**src/rtl/regfile_pkg.sv**
```systemverilog
// Shared register-file parameters, requester ids and address helpers.
package regfile_pkg;

    localparam int unsigned DATA_W   = 16;
    localparam int unsigned ADDR_W   = 3;
    localparam int unsigned NUM_REGS = 4;

    typedef enum logic {
        REQ_ALU  = 1'b0,
        REQ_LOAD = 1'b1
    } req_id_e;

    typedef struct packed {
        logic [ADDR_W-1:0] addr;
        logic [DATA_W-1:0] data;
    } wb_req_t;

    // True when the address maps onto an implemented register.
    function automatic logic addr_in_range(input logic [ADDR_W-1:0] addr);
        return addr < ADDR_W'(NUM_REGS);
    endfunction

    // Busy bit for an address; unimplemented addresses read as not busy.
    function automatic logic busy_lookup(input logic [NUM_REGS-1:0] vec,
                                         input logic [ADDR_W-1:0]   addr);
        logic hit;
        hit = 1'b0;
        for (int unsigned r = 0; r < NUM_REGS; r++) begin
            if (addr == ADDR_W'(r)) hit = vec[r];
        end
        return hit;
    endfunction

endpackage

```
**src/rtl/rr_arbiter2.sv**
```systemverilog
// Two-input round-robin arbiter; pointer names the requester favoured on contention.
module rr_arbiter2
    import regfile_pkg::*;
(
    input  logic       clk,
    input  logic       rst_n,
    input  logic [1:0] req_i,
    output logic [1:0] gnt_c
);

    req_id_e ptr_q;
    req_id_e ptr_d;

    // Grant selection and pointer update: pointer moves to the loser after any grant.
    always_comb begin
        gnt_c = 2'b00;
        ptr_d = ptr_q;
        if (req_i[0] && (!req_i[1] || ptr_q == REQ_ALU)) begin
            gnt_c[0] = 1'b1;
        end else if (req_i[1]) begin
            gnt_c[1] = 1'b1;
        end
        if (gnt_c[0]) begin
            ptr_d = REQ_LOAD;
        end else if (gnt_c[1]) begin
            ptr_d = REQ_ALU;
        end
    end

    // Pointer register, ALU favoured out of reset.
    always_ff @(posedge clk) begin
        if (!rst_n) begin
            ptr_q <= REQ_ALU;
        end else begin
            ptr_q <= ptr_d;
        end
    end

endmodule

```
**src/rtl/regfile_wb_scheduler.sv**
```systemverilog
// Writeback port scheduler and busy scoreboard in front of the 4x16 register file.
module regfile_wb_scheduler
    import regfile_pkg::*;
(
    input  logic                clk,
    input  logic                rst_n,
    input  logic                rsv_valid,
    input  logic [ADDR_W-1:0]   rsv_addr,
    output logic                rsv_ready,
    input  logic [ADDR_W-1:0]   chk_addr_a,
    output logic                chk_busy_a,
    input  logic [ADDR_W-1:0]   chk_addr_b,
    output logic                chk_busy_b,
    input  logic                wb0_valid,
    input  logic [ADDR_W-1:0]   wb0_addr,
    input  logic [DATA_W-1:0]   wb0_data,
    output logic                wb0_ready,
    input  logic                wb1_valid,
    input  logic [ADDR_W-1:0]   wb1_addr,
    input  logic [DATA_W-1:0]   wb1_data,
    output logic                wb1_ready,
    output logic                rf_write,
    output logic [ADDR_W-1:0]   rf_wr_addr,
    output logic [DATA_W-1:0]   rf_wr_data,
    output logic [NUM_REGS-1:0] busy_vec
);

    logic [1:0]          gnt;
    wb_req_t             wb0_req;
    wb_req_t             wb1_req;
    wb_req_t             win_req;
    logic                any_grant;

    logic [NUM_REGS-1:0] busy_q;
    logic [NUM_REGS-1:0] busy_d;
    logic                rf_write_q;
    logic                rf_write_d;
    logic [ADDR_W-1:0]   rf_wr_addr_q;
    logic [ADDR_W-1:0]   rf_wr_addr_d;
    logic [DATA_W-1:0]   rf_wr_data_q;
    logic [DATA_W-1:0]   rf_wr_data_d;

    rr_arbiter2 u_arb (
        .clk   (clk),
        .rst_n (rst_n),
        .req_i ({wb1_valid, wb0_valid}),
        .gnt_c (gnt)
    );

    assign wb0_req   = {wb0_addr, wb0_data};
    assign wb1_req   = {wb1_addr, wb1_data};
    assign win_req   = gnt[1] ? wb1_req : wb0_req;
    assign any_grant = |gnt;

    assign wb0_ready = gnt[0];
    assign wb1_ready = gnt[1];

    // Reservation is refused while the target is still pending, which also rules
    // out a same-register set/clear collision.
    assign rsv_ready  = rsv_valid &
                        (!addr_in_range(rsv_addr) | !busy_lookup(busy_q, rsv_addr));
    assign chk_busy_a = addr_in_range(chk_addr_a) & busy_lookup(busy_q, chk_addr_a);
    assign chk_busy_b = addr_in_range(chk_addr_b) & busy_lookup(busy_q, chk_addr_b);

    assign rf_write   = rf_write_q;
    assign rf_wr_addr = rf_wr_addr_q;
    assign rf_wr_data = rf_wr_data_q;
    assign busy_vec   = busy_q;

    // Next-state: scoreboard clear on the register-file write edge, set on reservation,
    // and capture of the granted request into the write-port registers.
    always_comb begin
        busy_d       = busy_q;
        rf_write_d   = 1'b0;
        rf_wr_addr_d = rf_wr_addr_q;
        rf_wr_data_d = rf_wr_data_q;
        for (int unsigned r = 0; r < NUM_REGS; r++) begin
            if (rf_write_q && rf_wr_addr_q == ADDR_W'(r)) busy_d[r] = 1'b0;
            if (rsv_ready && rsv_addr == ADDR_W'(r))      busy_d[r] = 1'b1;
        end
        if (any_grant) begin
            rf_write_d   = addr_in_range(win_req.addr);
            rf_wr_addr_d = win_req.addr;
            rf_wr_data_d = win_req.data;
        end
    end

    // State registers; reset drops any in-flight write and clears the scoreboard.
    always_ff @(posedge clk) begin
        if (!rst_n) begin
            busy_q       <= '0;
            rf_write_q   <= 1'b0;
            rf_wr_addr_q <= '0;
            rf_wr_data_q <= '0;
        end else begin
            busy_q       <= busy_d;
            rf_write_q   <= rf_write_d;
            rf_wr_addr_q <= rf_wr_addr_d;
            rf_wr_data_q <= rf_wr_data_d;
        end
    end

endmodule
```
**config.mk**
```make
export PLATFORM = sky130hd
export DESIGN_NAME = regfile_wb_scheduler
export DESIGN_NICKNAME = d
export VERILOG_FILES = /design/src/rtl/regfile_pkg.sv /design/src/rtl/rr_arbiter2.sv /design/src/rtl/regfile_wb_scheduler.sv
export SDC_FILE = /design/constraint.sdc
export NUM_CORES = 1
export LEC_CHECK = 0
export ABC_AREA = 1
export BUFFER_PORTS_ARGS = -buffer_cell sky130_fd_sc_hd__clkbuf_2
export CORE_UTILIZATION = 44
export CTS_BUF_LIST = sky130_fd_sc_hd__clkbuf_4
export DETAILED_ROUTE_END_ITERATION = 7
export GPL_TIMING_DRIVEN = 0
export PLACE_DENSITY_LB_ADDON = 0.12
export RECOVER_POWER = 50
export SETUP_SLACK_MARGIN = 0.05
export SYNTH_ARGS = -nofsm -noshare
export SYNTH_HDL_FRONTEND = slang
export SYNTH_SLANG_ARGS = --single-unit
```
**constraint.sdc**
```tcl
create_clock -name clk -period 1.65 [get_ports clk]
set_input_delay 0.165 -clock clk [delete_from_list [all_inputs] [get_ports clk]]
set_output_delay 0.165 -clock clk [all_outputs]
set_load 0.02 [all_outputs]
```
# Yosys cells after proc, flatten, opt, wreduce, memory -nomap -nowiden
# Cells that the tools add are included.
# Widths: inputs -> output; s select.
[word_totals]
n_memories = 0
out_inout_bits = 29
inputBits = 52
mem_bits_ro = 0
reg_bits = 25
latch_bits = 0
wordCells = 79
ramBits = 0
[op_classes]
n_lt_le_gt_ge = 4
div_mod_pow = 0
n_shift = 0
add_sub_neg = 0
n_mul = 0
n_bitwise = 5
mux = 26
n_reduce_logical = 24
eq_ne = 12
[op_table]
columns = ["op", "count"]
rows = [
  ["$mux 1", 25],
  ["$eq 3x2->1 const B", 8],
  ["$mux 19", 1],
  ["$eq 3x1->1 const B", 4],
  ["$logic_not 3->1", 4],
  ["$lt 3x3->1 const B", 4],
  ["$reduce_bool 2->1", 5],
  ["$logic_and 1x1->1", 9],
  ["$and 1x1->1", 3],
  ["$logic_not 1->1", 3],
  ["$reduce_and 2->1", 1],
  ["$reduce_or 2->1", 1],
  ["$logic_or 1x1->1", 1],
  ["$not 1->1", 1],
  ["$or 1x1->1", 1],
]

# Longest topological paths before layout
[logic_depth]
depth_word = 10
depth_mapped = 9
depth_no_buf = 8

# Hierarchy
# From an unflattened synthesis, not the netlist that was laid out.
[hier_totals]
hier_cells = 208
hier_area_um2 = 1341.3
[by_module_without_submodules]
columns = ["mod", "area_per_inst_um2", "seq_area_each_um2", "n_inst", "cells_per_inst"]
rows = [
  ["regfile_wb_scheduler", 1281.2, 480.5, 1, 199],
  ["rr_arbiter2", 60.1, 20.0, 1, 9],
]

# Worst setup path after synthesis
# No wires, ideal clock.
[synth_timing]
kind = "reg-to-reg"
from = "register u_arb.ptr_q"
to = "register rf_wr_data_q[0], in the netlist rf_wr_data[0]"
period_less_slack_ns = 1.274
required_ns = 1.536
slack_ns = 0.376
arrival_ns = 1.159
setup_ns = 0.114
n_path_buf = 2
stages_incl_launch_ff = 9
cell_sequence = "dfxtp_1 nand2_1 nand2_2 inv_2 or2_4 buf_6 buf_6 o211ai_2 inv_1"
[synth_between]
elab_chain_cells = 5
word_cells_on_any_way = 7
cone_classes = "mux (3); bitwise (1); reduce/logical (3)"
[synth_rtl]
columns = ["item", "line", "rtl"]
rows = [
  ["start, declared", "rr_arbiter2.sv:11", "req_id_e ptr_q;"],
  ["start signal, assigned", "rr_arbiter2.sv:35", "ptr_q <= ptr_d;"],
  ["$not 1->1", "rr_arbiter2.sv:18", "if (req_i[0] && (!req_i[1] || ptr_q == REQ_ALU)) begin"],
  ["$logic_or 1x1->1", "rr_arbiter2.sv:18", ""],
  ["$logic_and 1x1->1", "rr_arbiter2.sv:18", ""],
  ["$mux 1", "rr_arbiter2.sv:18", ""],
  ["via wb0_ready", "regfile_wb_scheduler.sv:17", "output logic wb0_ready,"],
  ["$reduce_or 2->1", "regfile_wb_scheduler.sv:53", "assign any_grant = |gnt;"],
  ["end signal, assigned", "regfile_wb_scheduler.sv:99", "rf_wr_data_q <= rf_wr_data_d;"],
  ["end, declared", "regfile_wb_scheduler.sv:40", "logic [DATA_W-1:0] rf_wr_data_q;"],
]
# The timed path passes the listed nets, and every way through them passes these cells.
# A chain may end at the register's enable or synchronous reset.

# Final worst setup path
[layout_timing]
from = "register busy_q[0], in the netlist busy_vec[0]"
to = "output port rsv_ready"
[layout_between]
elab_chain_cells = 7
[layout_rtl]
columns = ["item", "line", "rtl"]
rows = [
  ["start, declared", "regfile_wb_scheduler.sv:34", "logic [NUM_REGS-1:0] busy_q;"],
  ["start signal, assigned", "regfile_wb_scheduler.sv:96", "busy_q <= busy_d;"],
  ["$mux 1 (4 in a row)", "regfile_pkg.sv:29", "if (addr == ADDR_W'(r)) hit = vec[r];"],
  ["$logic_not 1->1", "regfile_wb_scheduler.sv:61", "(!addr_in_range(rsv_addr) | !busy_lookup(busy_q, rsv_addr));"],
  ["$or 1x1->1", "regfile_wb_scheduler.sv:61", ""],
  ["$and 1x1->1", "regfile_wb_scheduler.sv:60", "assign rsv_ready = rsv_valid &"],
  ["end, declared", "regfile_wb_scheduler.sv:9", "output logic rsv_ready,"],
]
# No other way between the ends.

==> results by group <==
Status
  • Outcome: complete, but fails checks
  • Failing checks: design-rule violations

Synth
  • Top-area cell type share of the netlist area: 37.35%
  • FFs w/ async S/R, synth: 0%
  • Number of synthesized flops with an enable pin: 0
  • Net Count, Synth: ~240
  • Average cell area after synthesis: around 7 um^2
  • Seq/Total Area, Yosys: roughly 37%
  • Cell area after synthesis: roughly 1300 um^2
  • Post-synth top flop: dfxtp_1
  • Ys Warns: 0
  • Largest cells by area after synthesis: dfxtp_1 (37%), nand2_1 (14%), nand3_1 (11%)
  • Yosys reg bits: 25
  • Top-count cell post-synth: nand2_1
  • Gate count after technology mapping: 190
  • Largest area contributor in the netlist: dfxtp_1
  • Most instantiated cells after synthesis: nand2_1 (50), inv_1 (30), nand3_1 (29)
  • Distinct cells, synth: 21

STA
  • Period Utilization, post-route: about 93%
  • FMAX: around 650 MHz
  • RSZ-0062 raised after global routing: no
  • Slew headroom: 55.60%
  • Setup TNS Final: 0 ns
  • Final hold violation count: 0
  • Slew @ Worst Pin: approximately 0.67 ns
  • Slew Limit Fails: 0
  • Tmin final: 1.532 ns
  • Skew final: roughly 0.016 ns
  • Setup violations, final: 0

Clock tree
  • Clk slew on worst S/H paths: 0.15 ns
  • Number of hold buffers added after cts: 0
  • CTS buffer count: 3
  • Clock sinks: 25
  • H-tree Lvls: 1
  • Clock root buffer: clkbuf_4
  • Clock buffer depth: 2
  • Clk_lat worst skew: approximately 0.33 ns
  • # Post-CTS Setup Buffers: 0
  • CTS tree: yes

Floorplan
  • Ports: 81
  • Die H: around 57 um
  • DIE WIDTH: between 50 and 60 um
  • Initial Util: 47.37%
  • Cell Rows: 19
  • Die area: about 3300 um^2
  • Core footprint: between 2000 and 3000 um^2

Worst setup path
  • Critical Path Fanout Max: 5
  • Crit. End Element: primary output
  • CP bufs+invs: 1
  • CP cell instances: nand3_1 > nand2_1 > o21bai_4 > and2_1 > clkbuf_2
  • Worst Setup Start Kind: flop
  • Critical path required time: approximately 1.5 ns
  • Max stage delay on crit path: between 0.3 and 0.4 ns
  • CP delay by family, top: flip-flops
  • Arr. time, crit path: between 1 and 1.5 ns
  • Slowest cell on crit path: dfxtp_1
  • Setup Crit Path Kind: reg -> out

GRT
  • GRT overflow: 0
  • Vias in the first global route: between 1000 and 1500
  • Largest net degree at the start of global routing: 16
  • Initial antenna violation count: 0
  • Gr usage total: around 20%
  • First-pass GRT wire length: 5237 um

Power
  • Power Dens Cells: about 750 nW/um^2
  • Leakage: ~0.99 nW
  • Total power: 1.347 mW
  • Worst vdd ir: approximately 0.00045 V

Detailed routing
  • Final ANT Viol Nets: 0
  • 1st-pass router iterations: 7
  • Residual DRC: 6
  • 1st-iter DRT viols: 85
  • Via Count: approximately 1500
  • Wirelength, routed: ~3200 um
  • Vias per cell: ~5
  • Routed length per instance: between 10 and 15 um

Place
  • I/O Buffers: slightly below 80
  • Post-DP HPWL: about 2500 um
  • GPL Wtd Cong: approximately 0.76

Finish
  • Area Growth Syn to Fin: 33.80%
  • Layout Nets: 326
  • Ant diodes: 0
  • Share of cells above drive strength 1: between 30% and 40%

Worst hold path
  • Hold Crit Class: in -> reg

Job
  • Max_cap viols: 0
-- flip-flops by register name, indices dropped and copies added (netlist names) --
signal,cells
rf_wr_addr,3
u_arb.ptr_q,1
rf_write,1
busy_vec,4
rf_wr_data,16
-- cell usage in the layout, fill, tap and decap left out --
| cell type | synthesis | final |
|---|---|---|
| o21bai_4 | 0 | 1 |
| a21oi_1 | 9 | 9 |
| nand4_1 | 1 | 1 |
| dfxtp_1 | 25 | 25 |
| nand2_1 | 50 | 50 |
| clkbuf_4 | 0 | 3 |
| buf_6 | 2 | 2 |
| nand3_1 | 29 | 29 |
| o211ai_1 | 11 | 11 |
| or2_4 | 1 | 1 |
| buf_4 | 1 | 3 |
| and2_1 | 1 | 1 |
| nor2_1 | 3 | 3 |
| inv_2 | 1 | 1 |
| clkbuf_2 | 0 | 56 |
| o211ai_2 | 9 | 9 |
| clkinvlp_4 | 0 | 1 |
| a31oi_1 | 1 | 1 |
| clkbuf_1 | 2 | 24 |
| nor3_1 | 4 | 4 |
| buf_2 | 5 | 4 |
| nand2_2 | 1 | 1 |
| o21ai_0 | 3 | 3 |
| inv_1 | 30 | 30 |
-- report_power, final --
group | internal [mW] | total [mW] | leakage [nW] | switching [mW]
sequential | 0.652 | 0.685 | 0.207 | 0.0333
combinational | 0.150 | 0.376 | 0.765 | 0.226
clock | 0.0928 | 0.287 | 0.0139 | 0.194
-- layer usage --
layer	vias up	GRT usage (%)	wire length [um]
li1	790	-	-
met1	642	25.64	1548
met2	47	35.46	1456
met3	4	2.268	163
met4	0	6.272	29
met5	-	0	0
-- tightest hold or removal path, cell delays in order --
cell,delay (ns)
clkbuf_2,0.08
nand2_1,0.07
a31oi_1,0.07
-- final cells by class --
type,count,area (um^2)
Clock inverter,1,7.507
Inverter,31,116.4
Fill cell,267,1036
Buffer,10,65.06
Timing Repair Buffer,79,370.4
Sequential cell,25,500.5
Multi-Input combinational cell,124,671.9
Tap cell,31,38.79
Clock buffer,3,22.52
-- stage by stage --
step,worst slack [ns],hold WS [ns],instances,area [um^2],util (%)
floorplan,0.3764,0.3269,190,1340,-
global placement,0.3449,0.4429,300,1774,62.72
detailed placement,0.3191,0.4447,300,1774,62.72
CTS,0.07753,0.08182,304,1808,63.91
global route,0.04004,0.09023,304,1793,63.38
finish,0.1184,0.08112,304,1793,63.38
-- repair_timing --
action                     CTS  global route
pin swaps                    0             1
setup endpoints to repair    1             2
resized for setup            1             7
-- path summary, 6_finish.rpt --
check	start	slack [ns]	cells past startpoint	endpoint
hold reg to reg	u_arb.ptr_q	0.47	2	u_arb.ptr_q
setup / recovery	busy_vec[0]	0.12	5	rsv_ready
hold / removal	wb0_addr[2]	0.08	3	rf_wr_addr[2]
setup reg to reg	u_arb.ptr_q	0.29	8	rf_wr_data[2]
-- cell families after synthesis --
logic type / count (synthesis) / synth area share, %
AO/OA/AOI/OAI: 34 / 20.07
buffers and inverters: 41 / 13.35
flip-flops: 25 / 37.35
AND/OR/NAND/NOR: 90 / 29.23
Note: power is estimated with default switching activity, not from simulation.
